**config.mk**
```make
export PLATFORM = sky130hd
export DESIGN_NAME = video_pattern_gen_flat
export DESIGN_NICKNAME = d
export VERILOG_FILES = /design/src/rtl/video_pattern_gen_pkg.sv /design/src/rtl/video_pattern_gen_if.sv /design/src/rtl/video_pattern_gen_vtg_timing.sv /design/src/rtl/video_pattern_gen.sv /design/src/flat_wrapper.sv
export SDC_FILE = /design/constraint.sdc
export NUM_CORES = 1
export LEC_CHECK = 0
export CORE_UTILIZATION = 53
export CTS_BUF_LIST = sky130_fd_sc_hd__clkbuf_16
export DETAILED_ROUTE_END_ITERATION = 8
export GPL_TIMING_DRIVEN = 0
export PLACE_DENSITY = 0.77
export SLEW_MARGIN = 20
export SYNTH_ARGS = -nofsm -noshare
export SYNTH_HDL_FRONTEND = slang
export SYNTH_SLANG_ARGS = --single-unit
export TNS_END_PERCENT = 30
```
**constraint.sdc**
```tcl
create_clock -name I_pxl_clk -period 6.1 [get_ports I_pxl_clk]
set_input_delay 0.915 -clock I_pxl_clk [delete_from_list [all_inputs] [get_ports I_pxl_clk]]
set_output_delay 0.915 -clock I_pxl_clk [all_outputs]
set_load 0.05 [all_outputs]
```
**src/rtl/video_pattern_gen_pkg.sv**
```systemverilog
// Shared encodings for the video test-pattern generator: pattern modes, the 3-bit
// RGB colour masks used for the bar table, and the fixed output latency.
package patgen_pkg;

    typedef enum logic [2:0] {
        PAT_BAR    = 3'b000,
        PAT_GRID   = 3'b001,
        PAT_HRAMP  = 3'b010,
        PAT_SINGLE = 3'b011,
        PAT_VRAMP  = 3'b100,
        PAT_CHECK  = 3'b101
    } pat_mode_e;

    // Colours are {r,g,b} on/off masks; the top expands each bit to a full channel.
    localparam logic [2:0] COL_BLACK   = 3'b000;
    localparam logic [2:0] COL_BLUE    = 3'b001;
    localparam logic [2:0] COL_GREEN   = 3'b010;
    localparam logic [2:0] COL_CYAN    = 3'b011;
    localparam logic [2:0] COL_RED     = 3'b100;
    localparam logic [2:0] COL_MAGENTA = 3'b101;
    localparam logic [2:0] COL_YELLOW  = 3'b110;
    localparam logic [2:0] COL_WHITE   = 3'b111;

    localparam int PAT_LAT = 3;

    function automatic logic [2:0] bar_colour(input logic [2:0] idx);
        case (idx)
            3'd0:    return COL_WHITE;
            3'd1:    return COL_YELLOW;
            3'd2:    return COL_CYAN;
            3'd3:    return COL_GREEN;
            3'd4:    return COL_MAGENTA;
            3'd5:    return COL_RED;
            3'd6:    return COL_BLUE;
            default: return COL_BLACK;
        endcase
    endfunction

endpackage

```
**src/rtl/video_pattern_gen_if.sv**
```systemverilog
// Configuration inputs and video outputs of the pattern generator.
// master = generator side, slave = the block that programs and consumes it.
interface video_pattern_gen_if #(
    parameter int DATA_W = 8,
    parameter int CNT_W  = 12
);
    logic [2:0]        I_mode;
    logic [DATA_W-1:0] I_single_r, I_single_g, I_single_b;
    logic [CNT_W-1:0]  I_h_total, I_h_sync, I_h_bporch, I_h_res;
    logic [CNT_W-1:0]  I_v_total, I_v_sync, I_v_bporch, I_v_res;
    logic              I_hs_pol, I_vs_pol;
    logic              O_de, O_hs, O_vs, O_sof;
    logic [DATA_W-1:0] O_data_r, O_data_g, O_data_b;
    logic [15:0]       O_frame_cnt;

    modport master (
        input  I_mode, I_single_r, I_single_g, I_single_b,
               I_h_total, I_h_sync, I_h_bporch, I_h_res,
               I_v_total, I_v_sync, I_v_bporch, I_v_res,
               I_hs_pol, I_vs_pol,
        output O_de, O_hs, O_vs, O_sof, O_data_r, O_data_g, O_data_b, O_frame_cnt
    );

    modport slave (
        output I_mode, I_single_r, I_single_g, I_single_b,
               I_h_total, I_h_sync, I_h_bporch, I_h_res,
               I_v_total, I_v_sync, I_v_bporch, I_v_res,
               I_hs_pol, I_vs_pol,
        input  O_de, O_hs, O_vs, O_sof, O_data_r, O_data_g, O_data_b, O_frame_cnt
    );
endinterface

```
**src/rtl/video_pattern_gen_vtg_timing.sv**
```systemverilog
// Video timing core: frame-shadowed timing config, H/V and frame counters, and the
// first pipeline stage (sync levels, DE, SOF and active-area x/y).
module vtg_timing #(
    parameter int CNT_W = 12
) (
    input  logic             clk,
    input  logic             rst_n,
    input  logic [CNT_W-1:0] h_total, h_sync, h_bporch, h_res,
    input  logic [CNT_W-1:0] v_total, v_sync, v_bporch, v_res,
    input  logic             hs_pol, vs_pol,
    output logic             load,
    output logic             de, hs, vs, sof,
    output logic [CNT_W-1:0] x, y, hres, vres,
    output logic [15:0]      frame_cnt
);
    logic [CNT_W-1:0] h_total_s, h_sync_s, h_bporch_s, h_res_s;
    logic [CNT_W-1:0] v_total_s, v_sync_s, v_bporch_s, v_res_s;
    logic             hs_pol_s, vs_pol_s;
    logic [CNT_W-1:0] h_cnt, v_cnt;
    logic [15:0]      fcnt;
    logic             h_end, v_end, frame_end, h_act, v_act;
    logic [CNT_W:0]   h_start, h_stop, v_start, v_stop;

    assign h_end     = (h_cnt == h_total_s - CNT_W'(1));
    assign v_end     = (v_cnt == v_total_s - CNT_W'(1));
    assign frame_end = h_end && v_end;
    assign load      = !rst_n || frame_end;

    // Window bounds are one bit wider so large porch+res sums cannot wrap into range.
    assign h_start = {1'b0, h_sync_s} + {1'b0, h_bporch_s};
    assign h_stop  = h_start + {1'b0, h_res_s};
    assign v_start = {1'b0, v_sync_s} + {1'b0, v_bporch_s};
    assign v_stop  = v_start + {1'b0, v_res_s};
    assign h_act   = ({1'b0, h_cnt} >= h_start) && ({1'b0, h_cnt} < h_stop);
    assign v_act   = ({1'b0, v_cnt} >= v_start) && ({1'b0, v_cnt} < v_stop);

    always_ff @(posedge clk) begin
        if (load) begin
            h_total_s  <= h_total;
            h_sync_s   <= h_sync;
            h_bporch_s <= h_bporch;
            h_res_s    <= h_res;
            v_total_s  <= v_total;
            v_sync_s   <= v_sync;
            v_bporch_s <= v_bporch;
            v_res_s    <= v_res;
            hs_pol_s   <= hs_pol;
            vs_pol_s   <= vs_pol;
        end
    end

    always_ff @(posedge clk) begin
        if (!rst_n) begin
            h_cnt <= '0;
            v_cnt <= '0;
            fcnt  <= '0;
        end else if (h_end) begin
            h_cnt <= '0;
            if (v_end) begin
                v_cnt <= '0;
                fcnt  <= fcnt + 16'd1;
            end else begin
                v_cnt <= v_cnt + CNT_W'(1);
            end
        end else begin
            h_cnt <= h_cnt + CNT_W'(1);
        end
    end

    always_ff @(posedge clk) begin
        if (!rst_n) begin
            de        <= 1'b0;
            hs        <= ~hs_pol;
            vs        <= ~vs_pol;
            sof       <= 1'b0;
            x         <= '0;
            y         <= '0;
            hres      <= '0;
            vres      <= '0;
            frame_cnt <= '0;
        end else begin
            de        <= h_act && v_act;
            hs        <= ~((h_cnt < h_sync_s) ^ hs_pol_s);
            vs        <= ~((v_cnt < v_sync_s) ^ vs_pol_s);
            sof       <= h_act && v_act && ({1'b0, h_cnt} == h_start) && ({1'b0, v_cnt} == v_start);
            x         <= h_cnt - h_start[CNT_W-1:0];
            y         <= v_cnt - v_start[CNT_W-1:0];
            hres      <= h_res_s;
            vres      <= v_res_s;
            frame_cnt <= fcnt;
        end
    end
endmodule

```
**src/rtl/video_pattern_gen.sv**
```systemverilog
// Video timing + test-pattern generator with a fixed 3-stage output pipeline.
// Define PATGEN_SCROLL_EN to scroll grid, horizontal ramp and checker by one pixel per frame.
module video_pattern_gen
    import patgen_pkg::*;
#(
    parameter int DATA_W    = 8,
    parameter int CNT_W     = 12,
    parameter int BARS_LOG2 = 3,
    parameter int GRID_LOG2 = 5
) (
    input logic                 I_pxl_clk,
    input logic                 I_rst_n,
    video_pattern_gen_if.master vif
);
    localparam int NB = 1 << BARS_LOG2;
    localparam int XW = CNT_W + 3;

    logic              load, de1, hs1, vs1, sof1;
    logic [CNT_W-1:0]  x1, y1, hres1, vres1, xs, bar_w;
    logic [15:0]       fcnt1;
    logic [2:0]        mode_sh, mode1, bar_idx, colour;
    logic [DATA_W-1:0] single_r_sh, single_g_sh, single_b_sh;
    logic [DATA_W-1:0] single_r1, single_g1, single_b1;
    logic [DATA_W-1:0] pix_r, pix_g, pix_b;
    logic              de2, hs2, vs2, sof2;
    logic [15:0]       fcnt2;
    logic [DATA_W-1:0] r2, g2, b2;

    vtg_timing #(.CNT_W(CNT_W)) u_timing (
        .clk(I_pxl_clk), .rst_n(I_rst_n),
        .h_total(vif.I_h_total), .h_sync(vif.I_h_sync), .h_bporch(vif.I_h_bporch), .h_res(vif.I_h_res),
        .v_total(vif.I_v_total), .v_sync(vif.I_v_sync), .v_bporch(vif.I_v_bporch), .v_res(vif.I_v_res),
        .hs_pol(vif.I_hs_pol), .vs_pol(vif.I_vs_pol),
        .load(load), .de(de1), .hs(hs1), .vs(vs1), .sof(sof1),
        .x(x1), .y(y1), .hres(hres1), .vres(vres1), .frame_cnt(fcnt1)
    );

    // Pattern config shares the frame-boundary load with the timing shadows.
    always_ff @(posedge I_pxl_clk) begin
        if (load) begin
            mode_sh     <= vif.I_mode;
            single_r_sh <= vif.I_single_r;
            single_g_sh <= vif.I_single_g;
            single_b_sh <= vif.I_single_b;
        end
        mode1     <= mode_sh;
        single_r1 <= single_r_sh;
        single_g1 <= single_g_sh;
        single_b1 <= single_b_sh;
    end

`ifdef PATGEN_SCROLL_EN
    assign xs = x1 + CNT_W'(fcnt1);
`else
    assign xs = x1;
`endif

    assign bar_w = hres1 >> BARS_LOG2;

    // Bar index counts the bar boundaries already passed, which saturates naturally.
    always_comb begin
        bar_idx = '0;
        for (int k = 1; k < NB; k++) begin
            if ({3'b000, x1} >= XW'(k) * {3'b000, bar_w})
                bar_idx = bar_idx + 3'd1;
        end
    end

    always_comb begin
        colour = COL_BLACK;
        case (mode1)
            PAT_BAR:   colour = bar_colour(3'(bar_idx << (3 - BARS_LOG2)));
            PAT_GRID:  colour = (xs[GRID_LOG2-1:0] == '0 || y1[GRID_LOG2-1:0] == '0 ||
                                 x1 == hres1 - CNT_W'(1) || y1 == vres1 - CNT_W'(1)) ? COL_RED : COL_BLACK;
            PAT_HRAMP, PAT_SINGLE, PAT_VRAMP: colour = COL_BLACK;
            PAT_CHECK: colour = (xs[GRID_LOG2] ^ y1[GRID_LOG2]) ? COL_WHITE : COL_BLACK;
            default:   colour = COL_BLUE;
        endcase
        pix_r = {DATA_W{colour[2]}};
        pix_g = {DATA_W{colour[1]}};
        pix_b = {DATA_W{colour[0]}};
        if (mode1 == PAT_HRAMP) begin
            pix_r = DATA_W'(xs);
            pix_g = DATA_W'(xs);
            pix_b = DATA_W'(xs);
        end else if (mode1 == PAT_VRAMP) begin
            pix_r = DATA_W'(y1);
            pix_g = DATA_W'(y1);
            pix_b = DATA_W'(y1);
        end else if (mode1 == PAT_SINGLE) begin
            pix_r = single_r1;
            pix_g = single_g1;
            pix_b = single_b1;
        end
        if (!de1) begin
            pix_r = '0;
            pix_g = '0;
            pix_b = '0;
        end
    end

    always_ff @(posedge I_pxl_clk) begin
        if (!I_rst_n) begin
            de2   <= 1'b0;
            hs2   <= ~vif.I_hs_pol;
            vs2   <= ~vif.I_vs_pol;
            sof2  <= 1'b0;
            fcnt2 <= '0;
            r2    <= '0;
            g2    <= '0;
            b2    <= '0;
            vif.O_de        <= 1'b0;
            vif.O_hs        <= ~vif.I_hs_pol;
            vif.O_vs        <= ~vif.I_vs_pol;
            vif.O_sof       <= 1'b0;
            vif.O_frame_cnt <= '0;
            vif.O_data_r    <= '0;
            vif.O_data_g    <= '0;
            vif.O_data_b    <= '0;
        end else begin
            de2   <= de1;
            hs2   <= hs1;
            vs2   <= vs1;
            sof2  <= sof1;
            fcnt2 <= fcnt1;
            r2    <= pix_r;
            g2    <= pix_g;
            b2    <= pix_b;
            vif.O_de        <= de2;
            vif.O_hs        <= hs2;
            vif.O_vs        <= vs2;
            vif.O_sof       <= sof2;
            vif.O_frame_cnt <= fcnt2;
            vif.O_data_r    <= r2;
            vif.O_data_g    <= g2;
            vif.O_data_b    <= b2;
        end
    end
endmodule
```
**src/flat_wrapper.sv**
```systemverilog
// flat-port wrapper written by rule: the top's interface ports become plain ports
module video_pattern_gen_flat import patgen_pkg::*;
#(
    parameter int DATA_W    = 8,
    parameter int CNT_W     = 12,
    parameter int BARS_LOG2 = 3,
    parameter int GRID_LOG2 = 5
)
  (I_pxl_clk, I_rst_n, vif_I_mode, vif_I_single_r, vif_I_single_g, vif_I_single_b, vif_I_h_total, vif_I_h_sync, vif_I_h_bporch, vif_I_h_res, vif_I_v_total, vif_I_v_sync, vif_I_v_bporch, vif_I_v_res, vif_I_hs_pol, vif_I_vs_pol, vif_O_de, vif_O_hs, vif_O_vs, vif_O_sof, vif_O_data_r, vif_O_data_g, vif_O_data_b, vif_O_frame_cnt);
  video_pattern_gen_if #(.DATA_W(DATA_W), .CNT_W(CNT_W)) vif_i ();
  input logic I_pxl_clk;
  input logic I_rst_n;
  input wire logic [$bits(vif_i.I_mode)-1:0] vif_I_mode;
  input wire logic [$bits(vif_i.I_single_r)-1:0] vif_I_single_r;
  input wire logic [$bits(vif_i.I_single_g)-1:0] vif_I_single_g;
  input wire logic [$bits(vif_i.I_single_b)-1:0] vif_I_single_b;
  input wire logic [$bits(vif_i.I_h_total)-1:0] vif_I_h_total;
  input wire logic [$bits(vif_i.I_h_sync)-1:0] vif_I_h_sync;
  input wire logic [$bits(vif_i.I_h_bporch)-1:0] vif_I_h_bporch;
  input wire logic [$bits(vif_i.I_h_res)-1:0] vif_I_h_res;
  input wire logic [$bits(vif_i.I_v_total)-1:0] vif_I_v_total;
  input wire logic [$bits(vif_i.I_v_sync)-1:0] vif_I_v_sync;
  input wire logic [$bits(vif_i.I_v_bporch)-1:0] vif_I_v_bporch;
  input wire logic [$bits(vif_i.I_v_res)-1:0] vif_I_v_res;
  input wire logic [$bits(vif_i.I_hs_pol)-1:0] vif_I_hs_pol;
  input wire logic [$bits(vif_i.I_vs_pol)-1:0] vif_I_vs_pol;
  output wire logic [$bits(vif_i.O_de)-1:0] vif_O_de;
  output wire logic [$bits(vif_i.O_hs)-1:0] vif_O_hs;
  output wire logic [$bits(vif_i.O_vs)-1:0] vif_O_vs;
  output wire logic [$bits(vif_i.O_sof)-1:0] vif_O_sof;
  output wire logic [$bits(vif_i.O_data_r)-1:0] vif_O_data_r;
  output wire logic [$bits(vif_i.O_data_g)-1:0] vif_O_data_g;
  output wire logic [$bits(vif_i.O_data_b)-1:0] vif_O_data_b;
  output wire logic [$bits(vif_i.O_frame_cnt)-1:0] vif_O_frame_cnt;
  assign vif_i.I_mode = vif_I_mode;
  assign vif_i.I_single_r = vif_I_single_r;
  assign vif_i.I_single_g = vif_I_single_g;
  assign vif_i.I_single_b = vif_I_single_b;
  assign vif_i.I_h_total = vif_I_h_total;
  assign vif_i.I_h_sync = vif_I_h_sync;
  assign vif_i.I_h_bporch = vif_I_h_bporch;
  assign vif_i.I_h_res = vif_I_h_res;
  assign vif_i.I_v_total = vif_I_v_total;
  assign vif_i.I_v_sync = vif_I_v_sync;
  assign vif_i.I_v_bporch = vif_I_v_bporch;
  assign vif_i.I_v_res = vif_I_v_res;
  assign vif_i.I_hs_pol = vif_I_hs_pol;
  assign vif_i.I_vs_pol = vif_I_vs_pol;
  assign vif_O_de = vif_i.O_de;
  assign vif_O_hs = vif_i.O_hs;
  assign vif_O_vs = vif_i.O_vs;
  assign vif_O_sof = vif_i.O_sof;
  assign vif_O_data_r = vif_i.O_data_r;
  assign vif_O_data_g = vif_i.O_data_g;
  assign vif_O_data_b = vif_i.O_data_b;
  assign vif_O_frame_cnt = vif_i.O_frame_cnt;
  video_pattern_gen #(.DATA_W(DATA_W), .CNT_W(CNT_W), .BARS_LOG2(BARS_LOG2), .GRID_LOG2(GRID_LOG2)) u_core (.I_pxl_clk(I_pxl_clk), .I_rst_n(I_rst_n), .vif(vif_i));
endmodule
```
==> metrics.yaml <==
synthesis:
  syn_area_per_cell_um2: 10.3
  synth_cell_type_count: 89
  synthesis.nets: 2230
  synth-seq-cells: 348
  synth_top_family_by_area: "adder cells"
  synth.yosys.warnings: 0
  synth_compound_area_share_pct: 13.3
  seq_area_frac_synth_pct: 43.0
  synth_edf_count: 125
  muxShareOfSynthArea_pct: 0.393
  synth_simple_gate_area_share_pct: 14.9
  synthAdderAreaFrac_pct: 17.1
  syn_area_um2: 19100
  synth-xor-area-share_pct: 7.66
  synthCells: 1853
  ys.flop_type: "dfxtp_1"
  synthArstFlopShare_pct: 0
setup_path:
  start_kind: "flop"
  cp-end-kind: "flop"
  slowest_stage: "dfxtp_4"
  critPathKind: "flop to flop"
  worstPathRequired_ps: 6510
  slowest_delay_ps: 380
  r2r_start: "u_core.u_timing.hres[5]$_SDFF_PN0_"
  startpoint: "u_core.u_timing.hres[5]$_SDFF_PN0_"
  worst-path-max-fanout: 8
  cp_data_arrival_time_ps: 6540
floorplan:
  fp.dieH_um: 192
  dieArea_um2: 36800
  coreArea_um2: 35600
  pin_count: 171
  die_w_um: 192
  rows: 69
  initial_core_util_pct: 53.8
cells_and_area:
  stdcell_count: 2588
  nNetsFinal: 2476
  drive_gt1_share_pct: 8.56
  area_delta_synth_final_pct: 21.2
  n_antenna_cell: 0
  fin_area_um2: 23200
  regArea_um2: 8240
  multi_input_area_um2: 10400
  fillers: 2795
grt:
  grt_max_degree: 108
  grt_pass1_wl_mm: 70.9
  grt_pass1_vias: 14100
  grt_overflow: 0
  grtUsageTotal_pct: 24.4
  antenna_found_initial: 0
cts:
  cts_tree: "yes"
  path_clk_slew_ps: 60
  cts_sinks: 348
  numCtsBuffers: 37
  clock_latency_ps: 560
  cts_buffer_depth: 3
  h-tree-depth: 2
  cts_root_buf: "clkbuf_16"
detailed_routing:
  final_antenna_net_count: 0
  first_iter_violations: 657
  firstDrtPassIters: 7
  vias: 14100
  drc: 0
  drt-total-wl_mm: 43.5
  routed_via_density: 5.44
  routedWlPerCell_um: 16.8
outcome:
  status: "finished, violations left"
  violations: "setup timing"
job:
  cap_violations: 0
sta:
  finalHoldViolCount: 0
  whs_ps: 340
  worst_pin_slew_ps: 865
  setup_viol: 15
  setup_ws_ps: -30.8
  maxSlewViolCount: 0
  fin_worst_skew_ps: 17.0
  maxSlewHeadroom_pct: 40.8
  fin_crit_ps: 6130
  rsz0062_at_grt: "yes"
  fin_crit_sh_pct: 101
  max_freq_mhz: 163
power:
  ir_drop_uv: 428
  p_leak_nw: 9.95
  finalPower_mw: 7.50
  cellPowerDensity_nw_per_um2: 324
placement:
  dp_hpwl_mm: 32.3
  gp_congestion: 0.901
  place_area_um2: 21400
  io_buffers: 169
  dp.cells: 2484
  pre_cts_slack_ps: -802
hold_path:
  hold_path.class: "flop to flop"
  min_from: "u_core.single_g_sh[4]$_DFFE_PP_"
## final cells by class
type | instances | share of cell area (%)
plain buffers | 35 | 0.637
clock buffers | 41 | 4.43
clock inverters | 26 | 0.691
inverters | 151 | 2.53
multi-input cells | 1318 | 44.9
flip-flops and latches | 348 | 35.6
well taps | 461 | 2.49
repair buffers | 208 | 8.72
## cells by family after synthesis
group | count (synthesis)
XOR/XNOR | 164
adder cells (fa/ha/maj) | 251
buffers and inverters | 187
flip-flops | 348
AND/OR/NAND/NOR | 517
multiplexers | 7
AO/OA/AOI/OAI | 379
## critical path: cells and delay by family, from the launching register on
kind | cells | cell delay (ps)
simple gates | 3 | 280
compound gates | 13 | 2370
buf+inv | 3 | 350
flops | 1 | 380
xor+xnor | 1 | 230
mux | 2 | 570
fa+ha+maj | 7 | 1790
## cells in the mapped netlist (5+ instances only)
| cell type | count | area [um^2] |
|---|---|---|
| or4_1 | 5 | 37.5 |
| nor3b_1 | 9 | 67.6 |
| dfxtp_1 | 223 | 4460 |
| mux2i_1 | 5 | 50.1 |
| a21oi_2 | 8 | 70.1 |
| a211oi_1 | 14 | 105 |
| or3_1 | 9 | 56.3 |
| a22oi_1 | 8 | 60.1 |
| o21a_1 | 13 | 97.6 |
| nor2b_1 | 25 | 156 |
| nand3_1 | 39 | 195 |
| o21bai_1 | 11 | 82.6 |
| a21boi_0 | 6 | 45.0 |
| and3_1 | 23 | 144 |
| nor2_1 | 92 | 345 |
| a21oi_1 | 119 | 596 |
| inv_1 | 151 | 567 |
| nor4_1 | 14 | 87.6 |
| ha_1 | 233 | 2920 |
| edfxtp_1 | 125 | 3750 |
| o21ai_1 | 13 | 65.1 |
| xnor2_1 | 109 | 955 |
| xor2_1 | 53 | 464 |
| clkbuf_1 | 30 | 113 |
| a211o_1 | 6 | 52.6 |
| nand4_1 | 18 | 113 |
| nand2b_1 | 28 | 175 |
| a31oi_1 | 17 | 106 |
| nor3_1 | 28 | 140 |
| and3b_1 | 7 | 61.3 |
| nand2_1 | 73 | 274 |
| fa_1 | 17 | 340 |
| o211ai_1 | 8 | 60.1 |
| o21ai_0 | 58 | 290 |
| a21o_1 | 46 | 345 |
| and2_1 | 132 | 826 |
## cells in the final DEF (no fill, tap or decap), types with 13 or more instances in the layout
master,count
o21ai_0,58
and2_1,131
inv_1,150
fa_1,16
and3_1,22
a31oi_1,17
xor2_1,53
xnor2_1,108
buf_4,36
nor4_1,14
a211oi_1,13
a21oi_1,114
o21a_1,13
dfxtp_1,214
nor3_1,28
nor2_1,91
edfxtp_1,125
clkdlybuf4s50_1,169
nand2b_1,28
nor2b_1,23
clkbuf_1,30
a21o_1,46
nand3_1,38
ha_1,222
clkbuf_16,41
nand2_1,69
nand4_1,18
## where the power goes
group	internal [mW]	leakage (nW)	switching [mW]
clock	1.22	0.610	0.944
combinational	1.25	6.29	1.36
sequential	2.55	3.05	0.171
## repair_timing
| item | in CTS | in global routing |
|---|---|---|
| pin swaps | 19 | 21 |
| setup buffers | 24 | 14 |
| hold buffers | 0 | 0 |
| setup endpoints to repair | 16 | 16 |
| resized for setup | 41 | 18 |
## metal layers
metal	up-vias	track usage [%]	routed length, um
li1	7031	-	-
met1	6628	31.0	19200
met2	335	41.6	21100
met3	95	3.31	1850
met4	0	9.77	1440
met5	-	0	0
## path summary, 6_finish.rpt
kind                                 endpoint  depth (start not counted)  slack [ps]
setup / recovery      u_core.r2[5]$_SDFF_PN0_                         29         -30
hold / removal    u_core.single_g1[4]$_DFF_P_                          0         340
setup reg to reg      u_core.r2[5]$_SDFF_PN0_                         29         -30
hold reg to reg   u_core.single_g1[4]$_DFF_P_                          0         340
## sequential cells by signal, indices dropped and copies added (netlist names), 12 cells and up
register / flops
u_core.u_timing.x: 12
u_core.u_timing.v_res_s: 12
u_core.u_timing.h_res_s: 12
u_core.u_timing.h_sync_s: 12
u_core.u_timing.y: 12
u_core.u_timing.h_cnt: 12
u_core.u_timing.h_total_s: 12
u_core.u_timing.vres: 12
u_core.u_timing.v_sync_s: 12
u_core.fcnt2: 16
u_core.u_timing.h_bporch_s: 12
u_core.u_timing.v_total_s: 12
u_core.u_timing.v_bporch_s: 12
u_core.vif.O_frame_cnt: 16
u_core.u_timing.hres: 12
u_core.u_timing.v_cnt: 12
u_core.u_timing.frame_cnt: 16
u_core.u_timing.fcnt: 16
## metrics by stage
stage	utilization, %	TNS [ps]
after floorplan	-	0
after global placement	60.2	-11600
after detailed placement	60.3	-12460
after CTS	64.6	-2300
after global routing	65.1	-3260
final	65.1	-256
(Power assumes the default switching activity.)
